==> config.mk <==
export PLATFORM = sky130hd
export DESIGN_NAME = eth_build_flat
export DESIGN_NICKNAME = d
export VERILOG_FILES = /design/src/rtl/eth_pkg.sv /design/src/rtl/eth_build_if.sv /design/src/rtl/ip_csum.sv /design/src/rtl/eth_build.sv /design/src/flat_wrapper.sv
export SDC_FILE = /design/constraint.sdc
export NUM_CORES = 1
export LEC_CHECK = 0
export CAP_MARGIN = 20
export CORE_AREA = 2 2 162 164
export CTS_CLUSTER_DIAMETER = 100
export CTS_CLUSTER_SIZE = 28
export DETAILED_ROUTE_END_ITERATION = 10
export DIE_AREA = 0 0 164 166
export SLEW_MARGIN = 20
export SYNTH_ARGS = -nofsm -noshare
export SYNTH_HDL_FRONTEND = slang
export SYNTH_SLANG_ARGS = --single-unit
==> constraint.sdc <==
create_clock -name clk -period 8.1 [get_ports clk]
set_input_delay 0.81 -clock clk [delete_from_list [all_inputs] [get_ports clk]]
set_output_delay 0.81 -clock clk [all_outputs]
set_load 0.005 [all_outputs]
==> src/rtl/eth_pkg.sv <==
// eth_pkg: shared definitions for the Ethernet/IPv4/UDP frame builder and the
// matching receive parser.
//   state_t       - builder FSM encoding
//   constants     - fixed header field values and size limits
//   nibble_swap() - TX byte lane nibble order used on the RAM interface
package eth_pkg;

  typedef enum logic [2:0] {
    ST_IDLE    = 3'd0,
    ST_CSUM    = 3'd1,
    ST_HDR     = 3'd2,
    ST_PAYLOAD = 3'd3,
    ST_DONE    = 3'd4
  } state_t;

  localparam logic [15:0] ETHERTYPE_IPV4 = 16'h0800;
  localparam logic [7:0]  PROTO_UDP      = 8'h11;
  localparam logic [7:0]  PREAMBLE       = 8'h55;
  localparam logic [7:0]  SFD            = 8'hD5;
  localparam int          HDR_BYTES      = 50;
  localparam logic [10:0] MAX_PAYLOAD    = 11'd1232;

  // Header words 0..11 are pure header; word 12 mixes header and payload.
  localparam logic [8:0]  LAST_HDR_WORD  = 9'd11;
  localparam logic [8:0]  FIRST_PL_WORD  = 9'd12;
  localparam logic [8:0]  LAST_CSUM_HW   = 9'd9;

  function automatic logic [7:0] nibble_swap(input logic [7:0] b);
    return {b[3:0], b[7:4]};
  endfunction

endpackage

==> src/rtl/eth_build_if.sv <==
// eth_build_if: request, payload-RAM read, TX-RAM write and status signals of
// the frame builder.
//   slave  - builder side (eth_build)
//   master - requester / RAM side
// Handshake: start is a single-cycle request sampled only while the builder
// is idle (busy=0); there is no ready, a request outside idle is dropped.
// rd_data must return the word addressed by rd_addr one clock later.
// wr_ena qualifies wr_addr/wr_data on every clock it is high.
interface eth_build_if;
  import eth_pkg::*;

  logic        start;
  logic [10:0] payload_len;
  logic [8:0]  rd_addr;
  logic [31:0] rd_data;
  logic [8:0]  wr_addr;
  logic [31:0] wr_data;
  logic        wr_ena;
  logic        busy;
  logic        done;
  logic        err;
  logic [8:0]  last_addr;
  state_t      state;

  modport slave (
    input  start, payload_len, rd_data,
    output rd_addr, wr_addr, wr_data, wr_ena, busy, done, err, last_addr, state
  );

  modport master (
    output start, payload_len, rd_data,
    input  rd_addr, wr_addr, wr_data, wr_ena, busy, done, err, last_addr, state
  );

endinterface

==> src/rtl/ip_csum.sv <==
// ip_csum: IPv4 header checksum accumulator.
//   clk, rst_n - clock, asynchronous active-low reset
//   clr        - zero the accumulator
//   add        - accumulate din (ignored when clr is high)
//   din        - 16-bit header halfword
//   csum       - folded, inverted checksum of everything accumulated
module ip_csum (
  input  logic        clk,
  input  logic        rst_n,
  input  logic        clr,
  input  logic        add,
  input  logic [15:0] din,
  output logic [15:0] csum
);

  logic [19:0] acc_q, acc_d;
  logic [16:0] fold1;
  logic [15:0] fold2;

  always_ff @(posedge clk or negedge rst_n) begin
    if (!rst_n) acc_q <= '0;
    else        acc_q <= acc_d;
  end

  always_comb begin
    acc_d = acc_q;
    if (clr)      acc_d = '0;
    else if (add) acc_d = acc_q + {4'b0, din};
  end

  // Two end-around folds: the first can itself carry out once more.
  assign fold1 = {1'b0, acc_q[15:0]} + {13'b0, acc_q[19:16]};
  assign fold2 = fold1[15:0] + {15'b0, fold1[16]};
  assign csum  = ~fold2;

endmodule

==> src/rtl/eth_build.sv <==
// eth_build: assembles preamble + Ethernet + IPv4 + UDP header + payload into
// a word-wide TX RAM, nibble-swapped per byte.
//   clk, rst_n - clock, asynchronous active-low reset
//   bus        - eth_build_if.slave: start/payload_len request, payload RAM
//                read port (1-cycle latency), TX RAM write port, busy/done/err
//                status, last_addr and debug state
// Flow: IDLE -> CSUM (10 halfwords) -> HDR (words 0..11) -> PAYLOAD
// (words 12..12+n) -> DONE. The 50-byte header leaves payload two lanes off
// word alignment, so the upper half of each payload word is carried into the
// next TX word.
module eth_build
  import eth_pkg::*;
#(
  parameter logic [47:0] SRC_MAC  = 48'h02_00_00_00_00_01,
  parameter logic [47:0] DST_MAC  = 48'hFF_FF_FF_FF_FF_FF,
  parameter logic [31:0] SRC_IP   = 32'hC0A8_0102,
  parameter logic [31:0] DST_IP   = 32'hC0A8_0101,
  parameter logic [15:0] SRC_PORT = 16'd4096,
  parameter logic [15:0] DST_PORT = 16'd4096,
  parameter logic [7:0]  TTL      = 8'd64
) (
  input logic       clk,
  input logic       rst_n,
  eth_build_if.slave bus
);

  state_t      state_q, state_d;
  logic [8:0]  cnt_q, cnt_d;
  logic [10:0] len_q, len_d;
  logic [15:0] id_q, id_d;
  logic [15:0] carry_q, carry_d;
  logic [8:0]  rd_addr_q, rd_addr_d;
  logic [8:0]  last_addr_q, last_addr_d;
  logic        err_q, err_d;

  logic [10:0]  start_len;
  logic         len_ok;
  logic [8:0]   n_words;
  logic [8:0]   last_word;
  logic [15:0]  tot_len, udp_len, csum;
  logic         csum_clr, csum_add;
  logic [15:0]  csum_din;
  logic [399:0] hdr_vec;
  logic [31:0]  hdr_word;
  logic [3:0][7:0] wr_lane;

  assign start_len = bus.payload_len & 11'h7FC;
  assign len_ok    = (start_len != 11'd0) && (start_len <= MAX_PAYLOAD);
  assign n_words   = {1'b0, len_q[10:3], len_q[2]};
  assign last_word = FIRST_PL_WORD + n_words;
  assign tot_len   = 16'd28 + {5'b0, len_q};
  assign udp_len   = 16'd8 + {5'b0, len_q};

  // Frame bytes 0..49, byte 0 in the top bits.
  assign hdr_vec = {{7{PREAMBLE}}, SFD, DST_MAC, SRC_MAC, ETHERTYPE_IPV4,
                    8'h45, 8'h00, tot_len, id_q, 16'h4000, TTL, PROTO_UDP,
                    csum, SRC_IP, DST_IP, SRC_PORT, DST_PORT, udp_len, 16'h0000};
  // Only meaningful for cnt_q 0..11 (HDR).
  assign hdr_word = hdr_vec[10'd399 - {1'b0, cnt_q[3:0], 5'b0} -: 32];

  ip_csum u_csum (
    .clk   (clk),
    .rst_n (rst_n),
    .clr   (csum_clr),
    .add   (csum_add),
    .din   (csum_din),
    .csum  (csum)
  );

  always_ff @(posedge clk or negedge rst_n) begin
    if (!rst_n) begin
      state_q     <= ST_IDLE;
      cnt_q       <= '0;
      len_q       <= '0;
      id_q        <= '0;
      carry_q     <= '0;
      rd_addr_q   <= '0;
      last_addr_q <= '0;
      err_q       <= 1'b0;
    end else begin
      state_q     <= state_d;
      cnt_q       <= cnt_d;
      len_q       <= len_d;
      id_q        <= id_d;
      carry_q     <= carry_d;
      rd_addr_q   <= rd_addr_d;
      last_addr_q <= last_addr_d;
      err_q       <= err_d;
    end
  end

  // Next state and shared word/halfword counter.
  always_comb begin
    state_d = state_q;
    cnt_d   = cnt_q;
    unique case (state_q)
      ST_IDLE: begin
        cnt_d = '0;
        if (bus.start && len_ok) state_d = ST_CSUM;
      end
      ST_CSUM: begin
        if (cnt_q == LAST_CSUM_HW) begin
          state_d = ST_HDR;
          cnt_d   = '0;
        end else begin
          cnt_d = cnt_q + 9'd1;
        end
      end
      ST_HDR: begin
        cnt_d = cnt_q + 9'd1;
        if (cnt_q == LAST_HDR_WORD) state_d = ST_PAYLOAD;
      end
      ST_PAYLOAD: begin
        if (cnt_q == last_word) begin
          state_d = ST_DONE;
          cnt_d   = '0;
        end else begin
          cnt_d = cnt_q + 9'd1;
        end
      end
      ST_DONE: state_d = ST_IDLE;
      default: state_d = ST_IDLE;
    endcase
  end

  // Datapath registers, checksum control and payload read address.
  always_comb begin
    len_d       = len_q;
    id_d        = id_q;
    carry_d     = carry_q;
    rd_addr_d   = rd_addr_q;
    last_addr_d = last_addr_q;
    err_d       = 1'b0;
    csum_clr    = 1'b0;
    csum_add    = 1'b0;

    unique case (cnt_q[3:0])
      4'd0:    csum_din = 16'h4500;
      4'd1:    csum_din = tot_len;
      4'd2:    csum_din = id_q;
      4'd3:    csum_din = 16'h4000;
      4'd4:    csum_din = {TTL, PROTO_UDP};
      4'd6:    csum_din = SRC_IP[31:16];
      4'd7:    csum_din = SRC_IP[15:0];
      4'd8:    csum_din = DST_IP[31:16];
      4'd9:    csum_din = DST_IP[15:0];
      default: csum_din = 16'h0000;   // checksum field itself counts as zero
    endcase

    unique case (state_q)
      ST_IDLE: begin
        rd_addr_d = '0;
        if (bus.start) begin
          len_d = start_len;
          if (len_ok) csum_clr = 1'b1;
          else        err_d    = 1'b1;
        end
      end
      ST_CSUM: csum_add = 1'b1;
      ST_HDR: begin
        // Header bytes 48,49 become lanes 0,1 of word 12.
        carry_d = {hdr_vec[7:0], hdr_vec[15:8]};
        // rd_addr 0 is presented during word 11 so word 0 is back for word 12;
        // advance from there, saturating at the last payload word.
        if (cnt_q == LAST_HDR_WORD && rd_addr_q < n_words - 9'd1)
          rd_addr_d = rd_addr_q + 9'd1;
      end
      ST_PAYLOAD: begin
        carry_d = bus.rd_data[31:16];
        if (rd_addr_q < n_words - 9'd1) rd_addr_d = rd_addr_q + 9'd1;
        if (cnt_q == last_word) last_addr_d = cnt_q;
      end
      ST_DONE: begin
        id_d      = id_q + 16'd1;
        rd_addr_d = '0;
      end
      default: ;
    endcase
  end

  // TX write port and status outputs.
  always_comb begin
    bus.wr_ena  = 1'b0;
    bus.wr_addr = '0;
    wr_lane     = '0;
    unique case (state_q)
      ST_HDR: begin
        bus.wr_ena  = 1'b1;
        bus.wr_addr = cnt_q;
        wr_lane[0]  = hdr_word[31:24];
        wr_lane[1]  = hdr_word[23:16];
        wr_lane[2]  = hdr_word[15:8];
        wr_lane[3]  = hdr_word[7:0];
      end
      ST_PAYLOAD: begin
        bus.wr_ena  = 1'b1;
        bus.wr_addr = cnt_q;
        wr_lane[0]  = carry_q[7:0];
        wr_lane[1]  = carry_q[15:8];
        // Final word only holds the carried bytes.
        if (cnt_q != last_word) begin
          wr_lane[2] = bus.rd_data[7:0];
          wr_lane[3] = bus.rd_data[15:8];
        end
      end
      default: ;
    endcase
  end

  assign bus.wr_data   = {nibble_swap(wr_lane[3]), nibble_swap(wr_lane[2]),
                          nibble_swap(wr_lane[1]), nibble_swap(wr_lane[0])};
  assign bus.busy      = (state_q != ST_IDLE);
  assign bus.done      = (state_q == ST_DONE);
  assign bus.err       = err_q;
  assign bus.rd_addr   = rd_addr_q;
  assign bus.last_addr = last_addr_q;
  assign bus.state     = state_q;

endmodule

==> src/flat_wrapper.sv <==
// flat-port wrapper written by rule: the top's interface ports become plain ports
module eth_build_flat import eth_pkg::*;
#(
  parameter logic [47:0] SRC_MAC  = 48'h02_00_00_00_00_01,
  parameter logic [47:0] DST_MAC  = 48'hFF_FF_FF_FF_FF_FF,
  parameter logic [31:0] SRC_IP   = 32'hC0A8_0102,
  parameter logic [31:0] DST_IP   = 32'hC0A8_0101,
  parameter logic [15:0] SRC_PORT = 16'd4096,
  parameter logic [15:0] DST_PORT = 16'd4096,
  parameter logic [7:0]  TTL      = 8'd64
)
  (clk, rst_n, bus_start, bus_payload_len, bus_rd_data, bus_rd_addr, bus_wr_addr, bus_wr_data, bus_wr_ena, bus_busy, bus_done, bus_err, bus_last_addr, bus_state);
  eth_build_if bus_i ();
  input logic clk;
  input logic rst_n;
  input wire logic [$bits(bus_i.start)-1:0] bus_start;
  input wire logic [$bits(bus_i.payload_len)-1:0] bus_payload_len;
  input wire logic [$bits(bus_i.rd_data)-1:0] bus_rd_data;
  output wire logic [$bits(bus_i.rd_addr)-1:0] bus_rd_addr;
  output wire logic [$bits(bus_i.wr_addr)-1:0] bus_wr_addr;
  output wire logic [$bits(bus_i.wr_data)-1:0] bus_wr_data;
  output wire logic [$bits(bus_i.wr_ena)-1:0] bus_wr_ena;
  output wire logic [$bits(bus_i.busy)-1:0] bus_busy;
  output wire logic [$bits(bus_i.done)-1:0] bus_done;
  output wire logic [$bits(bus_i.err)-1:0] bus_err;
  output wire logic [$bits(bus_i.last_addr)-1:0] bus_last_addr;
  output wire logic [$bits(bus_i.state)-1:0] bus_state;
  assign bus_i.start = bus_start;
  assign bus_i.payload_len = bus_payload_len;
  assign bus_i.rd_data = bus_rd_data;
  assign bus_rd_addr = bus_i.rd_addr;
  assign bus_wr_addr = bus_i.wr_addr;
  assign bus_wr_data = bus_i.wr_data;
  assign bus_wr_ena = bus_i.wr_ena;
  assign bus_busy = bus_i.busy;
  assign bus_done = bus_i.done;
  assign bus_err = bus_i.err;
  assign bus_last_addr = bus_i.last_addr;
  assign bus_state = bus_i.state;
  eth_build #(.SRC_MAC(SRC_MAC), .DST_MAC(DST_MAC), .SRC_IP(SRC_IP), .DST_IP(DST_IP), .SRC_PORT(SRC_PORT), .DST_PORT(DST_PORT), .TTL(TTL)) u_core (.clk(clk), .rst_n(rst_n), .bus(bus_i));
endmodule
Yosys cells after proc, flatten, opt, wreduce, memory -nomap -nowiden
Cells that the tools add are included.
{"block": "word_totals", "out_inout_bits": 66, "regBits": 92, "input_bits": 46, "word_cells": 90}
{"block": "op_classes", "n_eq_ne": 22, "n_mux": 26, "bitwise": 1, "magnitude_cmp": 2, "reduce_logical": 18, "n_addsub": 11, "shifts": 1}
{"cell": "431-bit by 11-bit indexed part select with 32-bit output", "count": 1}
{"cell": "16-bit one-hot mux with 8 select lines", "count": 1}
{"cell": "32-bit one-hot mux with 2 select lines", "count": 1}
{"cell": "9-bit 2-to-1 mux", "count": 5}
{"cell": "20-bit 2-to-1 mux", "count": 2}
{"cell": "9-bit one-hot mux with 4 select lines", "count": 1}
{"cell": "16-bit one-hot mux with 2 select lines", "count": 1}
{"cell": "9-bit one-hot mux with 3 select lines", "count": 1}
{"cell": "20-bit by 16-bit adder with 20-bit output", "count": 1}
{"cell": "9-bit by 1-bit adder with 9-bit output (second input constant)", "count": 2}
{"cell": "9-bit by 4-bit == test with 1-bit output (second input constant)", "count": 2}
{"cell": "16-bit by 4-bit adder with 17-bit output", "count": 1}
{"cell": "16-bit by 1-bit adder with 16-bit output", "count": 1}
{"cell": "16-bit by 1-bit adder with 16-bit output (second input constant)", "count": 1}
{"cell": "16-bit 2-to-1 mux", "count": 1}
{"cell": "16-bit NOT", "count": 1}
{"cell": "4-bit by 11-bit adder with 12-bit output (first input constant)", "count": 1}
{"cell": "5-bit by 11-bit adder with 12-bit output (first input constant)", "count": 1}
{"cell": "4-bit by 3-bit == test with 1-bit output (second input constant)", "count": 3}
{"cell": "3-bit 2-to-1 mux", "count": 4}
{"cell": "2-bit by 1-bit != test with 1-bit output (second input constant)", "count": 6}
{"cell": "3-bit one-hot mux with 4 select lines", "count": 1}
{"cell": "11-bit less-or-equal comparator (second input constant)", "count": 1}
{"cell": "11-bit nonzero test", "count": 1}
{"cell": "other kinds (23)", "count": 40}

Logic depth before layout (Yosys ltp)
Gate-level depths: netlist of run 1.
{"block": "depth", "word_depth": 6, "depth_mapped": 18, "mapped_depth_nobuf": 17}

Modules after synthesis
A second synthesis of run 1 with hierarchy kept.
{"block": "hier_totals", "hier_cells": 921, "hier_area_um2": 7803.7}
{"module": "eth_build", "cells_per_inst": 645, "area_each_um2": 5425.2, "seq_area_each_um2": 1801.7, "instances": 1}
{"module": "ip_csum", "cells_per_inst": 276, "area_each_um2": 2378.5, "seq_area_each_um2": 500.5, "instances": 1}

Worst setup path before layout of run 1
No wires, ideal clock.
{"block": "synth_timing", "path_kind": "register to output", "startpoint": "register u_core.u_csum.acc_q[16]", "endpoint": "output port bus_wr_data[6]", "setup_slack_ns": 4.442, "required_time_ns": 7.290, "stages_incl_launch_ff": 10, "arrival_ns": 2.848, "path_buffers": 0, "path_cell_list": "dfrtp_1 ha_1 fa_1 a211oi_1 nor2_1 xor2_1 nand4_1 or4_1 a31oi_1 a211o_1"}
{"block": "synth_between", "elab_chain_len": 5}
{"element": "start, declared", "line": "ip_csum.sv:16", "text": "logic [19:0] acc_q, acc_d;"}
{"element": "start signal, assigned", "line": "ip_csum.sv:21", "text": "if (!rst_n) acc_q <= '0;"}
{"element": "start signal, assigned", "line": "ip_csum.sv:22", "text": "else acc_q <= acc_d;"}
{"element": "16-bit by 4-bit adder with 17-bit output", "line": "ip_csum.sv:32", "text": "assign fold1 = {1'b0, acc_q[15:0]} + {13'b0, acc_q[19:16]};"}
{"element": "16-bit by 1-bit adder with 16-bit output", "line": "ip_csum.sv:33", "text": "assign fold2 = fold1[15:0] + {15'b0, fold1[16]};"}
{"element": "16-bit NOT", "line": "ip_csum.sv:34", "text": "assign csum = ~fold2;"}
{"element": "431-bit by 11-bit indexed part select with 32-bit output", "line": "eth_build.sv:59", "text": "assign hdr_word = hdr_vec[10'd399 - {1'b0, cnt_q[3:0], 5'b0} -: 32];"}
{"element": "32-bit one-hot mux with 2 select lines", "line": "eth_build.sv:186", "text": "unique case (state_q)"}
{"element": "end, declared", "line": "flat_wrapper.sv:21", "text": "output wire logic [$bits(bus_i.wr_data)-1:0] bus_wr_data;"}
No other way between the ends.

Worst setup path after layout of run 1
{"block": "layout_timing", "startpoint": "register u_core.cnt_q[0]", "endpoint": "output port bus_wr_data[19]"}
{"block": "layout_between", "elab_chain_len": 3, "word_cells_on_any_way": 5, "cone_classes": "add/sub (1); eq/ne (1); shift (1); mux (2)"}
{"element": "start, declared", "line": "eth_build.sv:28", "text": "logic [8:0] cnt_q, cnt_d;"}
{"element": "start signal, assigned", "line": "eth_build.sv:82", "text": "cnt_q <= cnt_d;"}
{"element": "9-bit by 9-bit subtractor with 10-bit output or 9-bit != test (tied branches)", "line": "eth_build.sv:59, eth_build.sv:201"}
{"element": "431-bit by 11-bit indexed part select with 32-bit output or 16-bit 2-to-1 mux (tied branches)", "line": "eth_build.sv:59, eth_build.sv:201"}
{"element": "32-bit one-hot mux with 2 select lines (*)", "line": "eth_build.sv:186"}
Mark *: on every way between the ends. The rest lies on a longest branch, timed or not.

==> reports/metrics.cfg, run 1 <==
[drt]
wl_um=24400
dr.pass1.iters=5
ant_nets=0
vias=7255
drtIter0Drc=631
wl_per_cell_um=18.1
drc=0
post_drt_via_cell_ratio=5.39

[synthesis]
avgSynthCellArea_um2=8.10
synth.most_common_cell=nand2_1
synth_area_leaders=dfrtp_1, ha_1, nand2_1
syn_nets=1031
ys_top_cells_by_count=nand2_1, dfrtp_1, nor2_1
synth_top_area_share_pct=30.4
yosys.area.top_type=dfrtp_1
synthFlopType=dfrtp_1
syn_inst=936
synth-seq-cells=92
ys_types=70
synth-edff-count=0
syn_area_um2=7580
yosys_warnings=0
synth_async_sr_flop_share_pct=100
ys_seq_area_share_pct=30.4

[sta]
fin_crit_ns=5.46
finalCritPeriodShare_pct=67.4
fin_ws_ns=2.64
fmax_mhz=183
setup_viol=0
timing.max_slew.rel_slack_pct=30.5
drv_slew=0
grt_setup_unrepaired=no
tns_ns=0
finClkSkew_ns=0.00667
finalHoldViolations=0
tightestPinTransition_ns=1.03
hold_slack_ns=0.466

[floorplan]
initial_core_util_pct=29.6
dieArea_um2=27200
fp.coreArea_um2=25600
chipHeight_um=166
rows=59
ioPinCount=112
die-width_um=164

[grt]
grt_use_total_pct=17.9
overflow=0
grtUsageMet3_pct=3.42
grt_pass1_vias=6687
antenna_found_initial=0
use_met2_pct=26.9
use_met1_pct=26.9
grt_pass1_wl_um=38300
grt_max_degree=48
top_usage_layer=met2

[power]
leakagePower_nw=3.82
power_w=0.00377
vdd_drop_max_mv=0.217
p_per_area_nw_per_um2=409

[worst_setup_path]
r2r_slack_ns=3.86
rr_startpoint=u_core.cnt_q[0]
ff2ff_path_depth=15
endpoint=bus_wr_data[19]
startpoint=u_core.cnt_q[0]
startpoint_type=register
r2r-end=u_core.u_csum.acc_q[19]
worstSetupPathType=register to output pin
cp.required_ns=7.29
critPathArrivalTime_ns=4.65
crit_path_max_fanout=27
critPathCaptureType=output pin

[clock_tree]
ctsHoldBuffers=0
clkSlewWorstSetupHoldPaths_ns=0.07
cts_setup_buffers=0
cts_max_path_buffers=2
cts_tree=yes
numCtsBuffers=9
cts_resized=0
cts_max_level=3
cts.sinks=92
clock-root-buffer=clkbuf_16
clk_latency_ns=0.35

[outcome]
status=complete, no violations

[place]
placedCellCount=1330
place_ws_ns=3.15
io_buffers=109
routabilityCongestion=0.892
dp.final_hpwl_um=18400

[hold_path]
hold_class=primary input to asynchronous set/reset pin

[run]
max_cap_violations=0

[cells_and_area]
nets=1101
fillers=2664
syn2layout_area_growth_pct=21.4
final_cells=1345
insertedDiodeCount=0
drive_above_1_share_pct=5.35

-- registers in the layout, summed over array words and instances, names as in the netlist --
signal                count
u_core.bus.err            1
u_core.bus.last_addr      9
u_core.bus.rd_addr        9
u_core.bus.state          3
u_core.carry_q           16
u_core.cnt_q              9
u_core.id_q              16
u_core.len_q              9
u_core.u_csum.acc_q      20
-- critical path: stages (launching register included) --
cell	delay [ns]
dfrtp_1	0.32
buf_4	0.29
inv_1	0.22
ha_1	0.43
xnor2_1	0.88
nand2_1	0.35
a21oi_1	0.64
a21boi_0	0.53
a21o_1	0.13
clkdlybuf4s50_1	0.49
-- cell families (layout without fill, tap and decap cells) --
family | Yosys count | in the layout | synth area share, %
fa+ha+maj | 49 | 49 | 8.28
xor+xnor | 86 | 86 | 9.93
compound gates | 247 | 247 | 21.1
mux | 21 | 21 | 3.00
simple gates | 355 | 355 | 22.8
flops | 92 | 92 | 30.4
buf+inv | 86 | 160 | 4.54
-- layer usage --
layer	share of wire (%)	routed length, µm	up-vias
met5	0	0	-
met4	0.83	202	0
met3	7.8	1910	15
met2	43	10600	267
met1	48	11700	3494
li1	-	-	3479
-- worst min path at each step --
stage	from	endpoint	slack, ns	cells after the start
floorplan	u_core.carry_q[0]	u_core.carry_q[0]	0.44	2
global placement	u_core.carry_q[11]	u_core.carry_q[11]	0.45	2
detailed placement	u_core.carry_q[12]	u_core.carry_q[12]	0.46	2
CTS	u_core.carry_q[12]	u_core.carry_q[12]	0.48	2
global route	u_core.carry_q[11]	u_core.carry_q[11]	0.50	2
finish	rst_n	u_core.bus.rd_addr[4]	0.47	1
-- layout make-up --
| cell class | count | area [µm²] | area share [%] |
|---|---|---|---|
| Clock buffer | 12 | 256 | 2.79 |
| Multi-Input combinational cell | 758 | 4950 | 53.7 |
| Sequential cell | 92 | 2300 | 25.0 |
| Clock inverter | 3 | 21.3 | 0.231 |
| Tap cell | 335 | 419 | 4.55 |
| Inverter | 26 | 97.6 | 1.06 |
| Timing Repair Buffer | 119 | 1160 | 12.6 |
-- where the power goes --
| group | total, W | switching, W | internal [W] | leakage, nW |
|---|---|---|---|---|
| Combinational | 0.00248 | 0.00145 | 0.00103 | 2.50 |
| Sequential | 0.000882 | 0.000275 | 0.000607 | 1.18 |
| Clock | 0.000408 | 0.000184 | 0.000224 | 0.135 |
| Total | 0.00377 | 0.00191 | 0.00186 | 3.82 |
-- stage by stage --
step / cell area, µm² / utilization [%]
after CTS: 9210 / 35.9
final: 9210 / 35.9
after global routing: 9210 / 35.9
after floorplan: 7580 / -
after detailed placement: 8930 / 34.9
after global placement: 8930 / 34.9
-- placed cells by master, fill, tap and decap left out, types with 11 or more instances in the layout --
master           synthesis  final
nand4_1                 17     17
ha_1                    47     47
clkdlybuf4s50_1          0    108
a21o_1                  11     11
mux2_2                  14     14
o22ai_1                 11     11
a21oi_1                 54     54
o21ai_0                 69     69
inv_1                   26     26
nand2_1                133    133
buf_4                    0     11
dfrtp_1                 92     92
and2_1                  13     13
nor3_1                  12     12
nor2_1                  70     70
xnor2_1                 53     52
nor2b_1                 13     12
and3_1                  12     12
xor2_1                  33     33
a22o_1                  19     19
nand3_1                 40     40
Power figures use the tool's default switching activity.
==> inputs of run 2 (changes only) <==
- clock period: 8.1 -> 4.77 ns (I/O delays scaled with it)
==> run 2 against run 1 <==
Against the previous run: critical path depth is 5 higher; sequential power is 68% higher; clock skew is 0.00078 ns lower; via count is 0.50% higher; global-route usage is 0.31 points higher; critical path type unchanged.
==> reports/metrics.cfg, run 2 (synthesis gave the netlist of run 1 again) <==
[sta]
finalCritPeriodShare_pct=95.4
drv_slew=0  ; unchanged
setup_viol=0  ; unchanged
finClkSkew_ns=0.00590  ; -0.000778 ns
finalHoldViolations=0  ; unchanged
fin_crit_ns=4.55
tightestPinTransition_ns=0.869  ; -0.165 ns
grt_setup_unrepaired=no
fmax_mhz=220
tns_ns=0  ; unchanged
timing.max_slew.rel_slack_pct=41.9  ; +11 points

[place]
dp.final_hpwl_um=19100  ; +3.3%
place_area_um2=9030  ; +1.1%
routabilityCongestion=0.925  ; +3.7%
io_buffers=109  ; unchanged

[worst_setup_path]
startpoint_type=register
ff2ff_path_depth=16  ; +1
critPathArrivalTime_ns=4.07  ; -0.58 ns
cp_top_family=simple AND/OR/NAND/NOR gates
crit_chain=ha_2, fa_1, a211oi_1, buf_4, nor2_2, nand2_1, nor2_2, ha_1, and3_1, nand4_1, nor4_4, xnor2_1, o31ai_2, clkdlybuf4s50_1
worstSetupPathType=register to output pin
cp_num_cells=14  ; +5
rr_startpoint=u_core.cnt_q[1]
crit_buf_inv=2  ; -1
crit_path_max_fanout=5  ; -81%
r2r-end=u_core.u_csum.acc_q[18]
crit_slowest_cell=clkdlybuf4s50_1
timing.critical_path.mode_cell=nor2_2
critPathCaptureType=output pin
startpoint=u_core.u_csum.acc_q[16]
critPathMaxStageDelay_ns=0.56  ; -0.32 ns
cp.required_ns=4.29  ; -3.00 ns
r2r_slack_ns=0.71  ; -3.15 ns
endpoint=bus_wr_data[0]

[clock_tree]
cts_max_path_buffers=2  ; unchanged
cts.sinks=92  ; unchanged
cts_tree=yes
numCtsBuffers=9  ; unchanged
clkSlewWorstSetupHoldPaths_ns=0.07  ; about the same
cts_max_level=3  ; unchanged
clk_latency_ns=0.36  ; about the same
clock-root-buffer=clkbuf_16

[grt]
overflow=0  ; unchanged
grt_pass1_vias=6726  ; +0.58%
grt_use_total_pct=18.2  ; +0.31 points
use_met1_pct=26.9  ; +0.056 points
grt_max_degree=53  ; +10%
grtUsageMet3_pct=4.17  ; +0.75 points
use_met2_pct=27.1  ; +0.20 points
top_usage_layer=met2
antenna_found_initial=0  ; unchanged
grt_pass1_wl_um=38500  ; +0.61%

[drt]
drc=0  ; unchanged
drtIter0Drc=652  ; +3.3%
post_drt_via_cell_ratio=5.35  ; -0.76%
ant_nets=0  ; unchanged
wl_per_cell_um=18.3  ; +0.75%
dr.pass1.iters=5  ; unchanged
vias=7291  ; +0.50%
wl_um=24900  ; +2.0%

[cells_and_area]
fillers=2643  ; -0.79%
insertedDiodeCount=0  ; unchanged
largest_reg_flops=20  ; unchanged
post-route-cell-area_um2=9420  ; +2.4%
top_register=u_core.u_csum.acc_q
syn2layout_area_growth_pct=24.3
largestRegisters=u_core.u_csum.acc_q x20, u_core.carry_q x16, u_core.id_q x16
mostFrequentLayoutCells=nand2_1, clkdlybuf4s50_1, dfrtp_1, nor2_1, o21ai_0
drive_above_1_share_pct=7.69  ; +2.3 points
nets=1117  ; +1.5%
layout_commonest_cell=nand2_1

[floorplan]
initial_core_util_pct=29.6  ; unchanged
fp.coreArea_um2=25600  ; unchanged
die-width_um=164  ; unchanged
chipHeight_um=166  ; unchanged
rows=59  ; unchanged
dieArea_um2=27200  ; unchanged
ioPinCount=112  ; unchanged

[power]
vdd_drop_max_mv=0.341  ; +57%
leakagePower_nw=3.94  ; +3.0%
p_per_area_nw_per_um2=710  ; +74%

[hold_path]
hold_class=primary input to asynchronous set/reset pin

[run]
max_cap_violations=0  ; unchanged

[outcome]
status=complete, no violations

==> run 2: cell types whose count changed in the layout (fill, tap and decap cells not counted), moves of 2 or more <==
cell	change
nor2_2	+2
buf_4	+16
bufinv_16	+3
ha_1	-2
nor2_1	-2
ha_2	+2
==> run 2: where the power goes <==
| group | switching (W) | leakage [nW] | internal, W |
|---|---|---|---|
| combinational | 0.00252 | 2.59 | 0.00184 |
| clock | 0.000332 | 0.169 | 0.000527 |
| sequential | 0.000445 | 1.18 | 0.00103 |
| total | 0.00330 | 3.94 | 0.00340 |
==> run 2: stage by stage <==
step | util, % | worst slack [ns] | instances | hold WS (ns) | power [W]
3_3_place_gp | 35.2 | 0.488 | 1343 | 0.453 | 0.00570
5_1_grt | 36.8 | 0.000363 | 1362 | 0.149 | 0.00722
2_1_floorplan | - | 1.27 | 936 | 0.181 | 0.00418
6_report | 36.8 | 0.221 | 1362 | 0.102 | 0.00669
3_5_place_dp | 35.2 | 0.443 | 1343 | 0.458 | 0.00575
4_1_cts | 36.6 | 0.00123 | 1359 | 0.125 | 0.00664
==> run 2: worst min path at each step <==
stage / slack, ns / end / startpoint / cells past startpoint
CTS: 0.13 / u_core.bus.rd_addr[4] / rst_n / 1
detailed placement: 0.46 / u_core.carry_q[7] / u_core.carry_q[7] / 2
global route: 0.15 / u_core.bus.rd_addr[4] / rst_n / 1
global placement: 0.45 / u_core.carry_q[12] / u_core.carry_q[12] / 2
floorplan: 0.18 / u_core.bus.err / rst_n / 0
finish: 0.10 / u_core.bus.rd_addr[4] / rst_n / 1
==> run 2: per-layer routing <==
layer / vias to the layer above / routed length [µm]
li1: 3514 / -
met1: 3521 / 12000
met2: 237 / 10800
met3: 19 / 1800
met4: 0 / 269
met5: - / 0
==> run 2: layout make-up <==
type,instances,area (µm²),share of cell area (%)
clock buffer,10,239,2.54
clock inverter,6,111,1.18
inverter,26,97.6,1.04
multi-input combinational,758,4970,52.7
sequential,92,2300,24.4
tap,335,419,4.45
timing repair buffer,135,1280,13.6
==> run 2: worst register-to-register path, stage by stage, from the launching register on <==
cell       delay (ns)
dfrtp_1          0.51
inv_1            0.20
ha_1             0.41
nor2b_1          0.23
nand2_1          0.08
o21ai_0          0.10
ha_1             0.22
inv_1            0.06
fa_1             0.39
nor2b_1          0.16
o21ai_0          0.12
a21boi_0         0.45
o221ai_1         0.27
a211oi_1         0.31
o2111ai_1        0.17
xor2_1           0.21
nor2_1           0.09
==> run 2: repair_timing <==
action,in CTS,in global routing
gates resized for setup,0,8
setup buffers,0,3
endpoints found under the setup margin,0,8
hold endpoints to repair,0,0
hold buffers,0,0
==> inputs of run 3 (changes only) <==
- ABC_AREA: not set -> 1
- CORE_AREA: 2 2 162 164 -> 2 2 167 169
- DIE_AREA: 0 0 164 166 -> 0 0 169 171
- DONT_BUFFER_PORTS: not set -> 1
==> run 3 against run 2 <==
Against the previous run: setup slack better by 0.28 ns; count of clock-buffer cells in the layout up 1; critical path depth up 10; sequential cell count unchanged; sequential share of layout area up 2.0 points.
==> reports/metrics.cfg, run 3 <==
[cells_and_area]
top_register=u_core.u_csum.acc_q
mostFrequentLayoutCells=nand2_1, inv_1, nor2_1, dfrtp_1, nand3_1
nets=1257  ; +13%
insertedDiodeCount=0  ; unchanged
drive_above_1_share_pct=7.80  ; +0.11 points
layout_commonest_cell=nand2_1
final_cells=1513  ; +11%
largestRegisters=u_core.u_csum.acc_q x20, u_core.carry_q x16, u_core.id_q x16
largest_reg_flops=20  ; unchanged
syn2layout_area_growth_pct=8.67

[floorplan]
die-width_um=169  ; +3.0%
ioPinCount=112  ; unchanged
dieArea_um2=28900  ; +6.2%
rows=61  ; +3.4%
chipHeight_um=171  ; +3.0%
initial_core_util_pct=29.4  ; -0.24 points
fp.coreArea_um2=27300  ; +6.7%

[sta]
tightestPinTransition_ns=0.698  ; -0.172 ns
setup_viol=0  ; unchanged
fmax_mhz=234  ; +6.5%
finalHoldViolations=0  ; unchanged
tns_ns=0  ; unchanged
drv_slew=0  ; unchanged
finClkSkew_ns=0.0107  ; +0.00482 ns
grt_setup_unrepaired=no
finalCritPeriodShare_pct=89.6  ; -5.8 points
timing.max_slew.rel_slack_pct=53.4  ; +12 points
fin_crit_ns=4.27  ; -0.276 ns

[grt]
grt_max_degree=93  ; +75%
overflow=0  ; unchanged
antenna_found_initial=0  ; unchanged
grt_use_total_pct=18.4  ; +0.23 points
grt_pass1_vias=7278  ; +8.2%
grt_pass1_wl_um=41200  ; +6.9%

[drt]
ant_nets=0  ; unchanged
drtIter0Drc=744  ; +14%
dr.pass1.iters=8  ; +3
vias=7824  ; +7.3%
wl_per_cell_um=17.5  ; -4.4%
drc=0  ; unchanged
post_drt_via_cell_ratio=5.17  ; -3.4%
wl_um=26400  ; +6.2%

[worst_setup_path]
crit_buf_inv=0  ; -2
cp.required_ns=4.29  ; about the same
worstSetupPathType=register to output pin
critPathArrivalTime_ns=3.80  ; -0.27 ns
crit_slowest_cell=ha_1
startpoint_type=register
cp_top_family=simple AND/OR/NAND/NOR gates
timing.critical_path.mode_cell=nand2_1
critPathMaxStageDelay_ns=0.46  ; -0.10 ns
crit_path_max_fanout=7  ; +2
critPathCaptureType=output pin
crit_chain=ha_1, nand2_1, nor2_1, nand2_1, nand2_2, nand2_2, nor3_1, nand3_1, nor2_1, ha_1, nand2_1, nor2_2, nand3_2, nor2_4, nand3_4, nor2_4, nand2_1, nand2_1, nand2_1, o21ai_1, nand2_1, nand2_1, nand2_1, nand2_1

[clock_tree]
clkSlewWorstSetupHoldPaths_ns=0.07  ; about the same
cts_max_path_buffers=2  ; unchanged
clock-root-buffer=clkbuf_16
cts_max_level=3  ; unchanged
cts_tree=yes
clk_latency_ns=0.36  ; about the same
cts.sinks=92  ; unchanged
numCtsBuffers=9  ; unchanged

[synthesis]
ys_types=54  ; -23%
yosys.area.top_type=dfrtp_1
synth_top_area_share_pct=28.7  ; -1.7 points
synth.most_common_cell=nand2_1
syn_area_um2=8020  ; +5.8%
syn_inst=1171  ; +25%
synth-edff-count=0  ; unchanged
synth_area_leaders=dfrtp_1, nand2_1, ha_1
ys_seq_area_share_pct=28.7  ; -1.7 points
yosys_warnings=0  ; unchanged
ys_top_cells_by_count=nand2_1, inv_1, nor2_1
syn_nets=1266  ; +23%
avgSynthCellArea_um2=6.85  ; -15%
synth_async_sr_flop_share_pct=100  ; unchanged
synthFlopType=dfrtp_1
synth-seq-cells=92  ; unchanged

[power]
internal_power_w=0.00127  ; -63%
pwr-share-comb_pct=3.0  ; -62 points
leakagePower_nw=4.12  ; +4.5%
swShare_pct=22.0  ; -27 points
pwr-share-seq_pct=48.4  ; +26 points
switchingPower_w=0.000358  ; -89%
pwr-share-clk_pct=48.6  ; +36 points
vdd_drop_max_mv=0.134  ; -61%
p_per_area_nw_per_um2=187  ; -74%

[place]
io_buffers=0  ; -100%
dp.final_hpwl_um=21100  ; +11%
placedCellCount=1496  ; +11%
routabilityCongestion=0.980  ; +5.9%

[outcome]
status=complete, no violations

[run]
max_cap_violations=0  ; unchanged

[hold_path]
hold_class=primary input to asynchronous set/reset pin

## run 3: logic make-up after synthesis
kind of cell             count (synthesis)  share of synthesized area [%]
AO/OA/AOI/OAI                          232                           17.7
AND/OR/NAND/NOR                        562                           30.8
adder cells (fa/ha/maj)                 49                           7.83
buffers and inverters                  182                           8.86
XOR/XNOR                                54                           6.13
flip-flops                              92                           28.7
## run 3: final timing paths
path                                        start                      end  slack [ns]  cells past startpoint
max                        u_core.u_csum.acc_q[2]           bus_wr_data[5]        0.50                     24
min                                         rst_n   u_core.u_csum.acc_q[2]        0.04                      1
max reg2reg                       u_core.len_q[3]  u_core.u_csum.acc_q[17]        0.87                     22
min reg2reg                       u_core.id_q[14]          u_core.id_q[14]        0.47                      1
max in group asynchronous                   rst_n        u_core.carry_q[6]        4.31                      1
min in group clk                  bus_rd_data[28]       u_core.carry_q[12]        0.25                      2
## run 3: power by group through the flow
stage	registers (W)	clock network, W	logic (W)
final	0.000789	0.000793	0.0000487
after CTS	0.000789	0.000812	0.0000505
after detailed placement	0.000804	0	0.0000306
after global placement	0.000804	0	0.0000302
after global routing	0.000789	0.000841	0.0000567
after floorplan	0.000804	0	0.0000242
## run 3: timing repair
| item | CTS | global route |
|---|---|---|
| endpoints found under the hold margin | 92 | 0 |
| resized for setup | 0 | 0 |
| buffers inserted | 0 | 0 |
| hold buffers | 1 | 0 |
## run 3: worst reg2reg max path: stages (launching register included)
cell,delay (ns)
dfrtp_1,0.48
inv_1,0.16
ha_1,0.20
inv_1,0.09
a21oi_1,0.21
inv_1,0.09
nand3_1,0.09
xor2_1,0.32
o21ai_0,0.14
a21oi_1,0.15
nand3_1,0.10
ha_1,0.37
nand2_1,0.08
nor2_1,0.21
nand2_1,0.07
o21ai_0,0.39
nand3_1,0.13
nand2_1,0.13
nand2_1,0.06
nand2_1,0.12
nand3_1,0.08
nand2_1,0.07
nor2_1,0.05
## run 3: final cells by class
class / count / area [µm²]
sequential: 92 / 2300
tap: 346 / 433
inverter: 156 / 586
fill: 2987 / 18600
clock inverter: 5 / 75.1
timing repair buffer: 6 / 65.1
multi-input combinational: 897 / 5020
clock buffer: 11 / 243
## run 3: routing by layer
metal | global-route usage (%) | vias to the layer above | share of wire (%)
li1 | - | 3863 | -
met1 | 26.8 | 3664 | 49
met2 | 27.3 | 279 | 41
met3 | 4.77 | 18 | 9.0
met4 | 4.09 | 0 | 1.2
met5 | 0 | - | 0
## run 3: through the flow
step / util, % / hold slack, ns / instance area [µm²] / total power (W) / worst slack (ns)
final: 31.9 / 0.0389 / 8720 / 0.00163 / 0.496
after global routing: 31.9 / 0.0796 / 8720 / 0.00169 / 0.0257
after CTS: 31.9 / 0.0692 / 8720 / 0.00165 / 0.498
after detailed placement: 30.6 / 0.192 / 8370 / 0.000835 / 0.908
after global placement: 30.6 / 0.193 / 8370 / 0.000834 / 0.958
after floorplan: - / 0.181 / 8020 / 0.000828 / 1.34
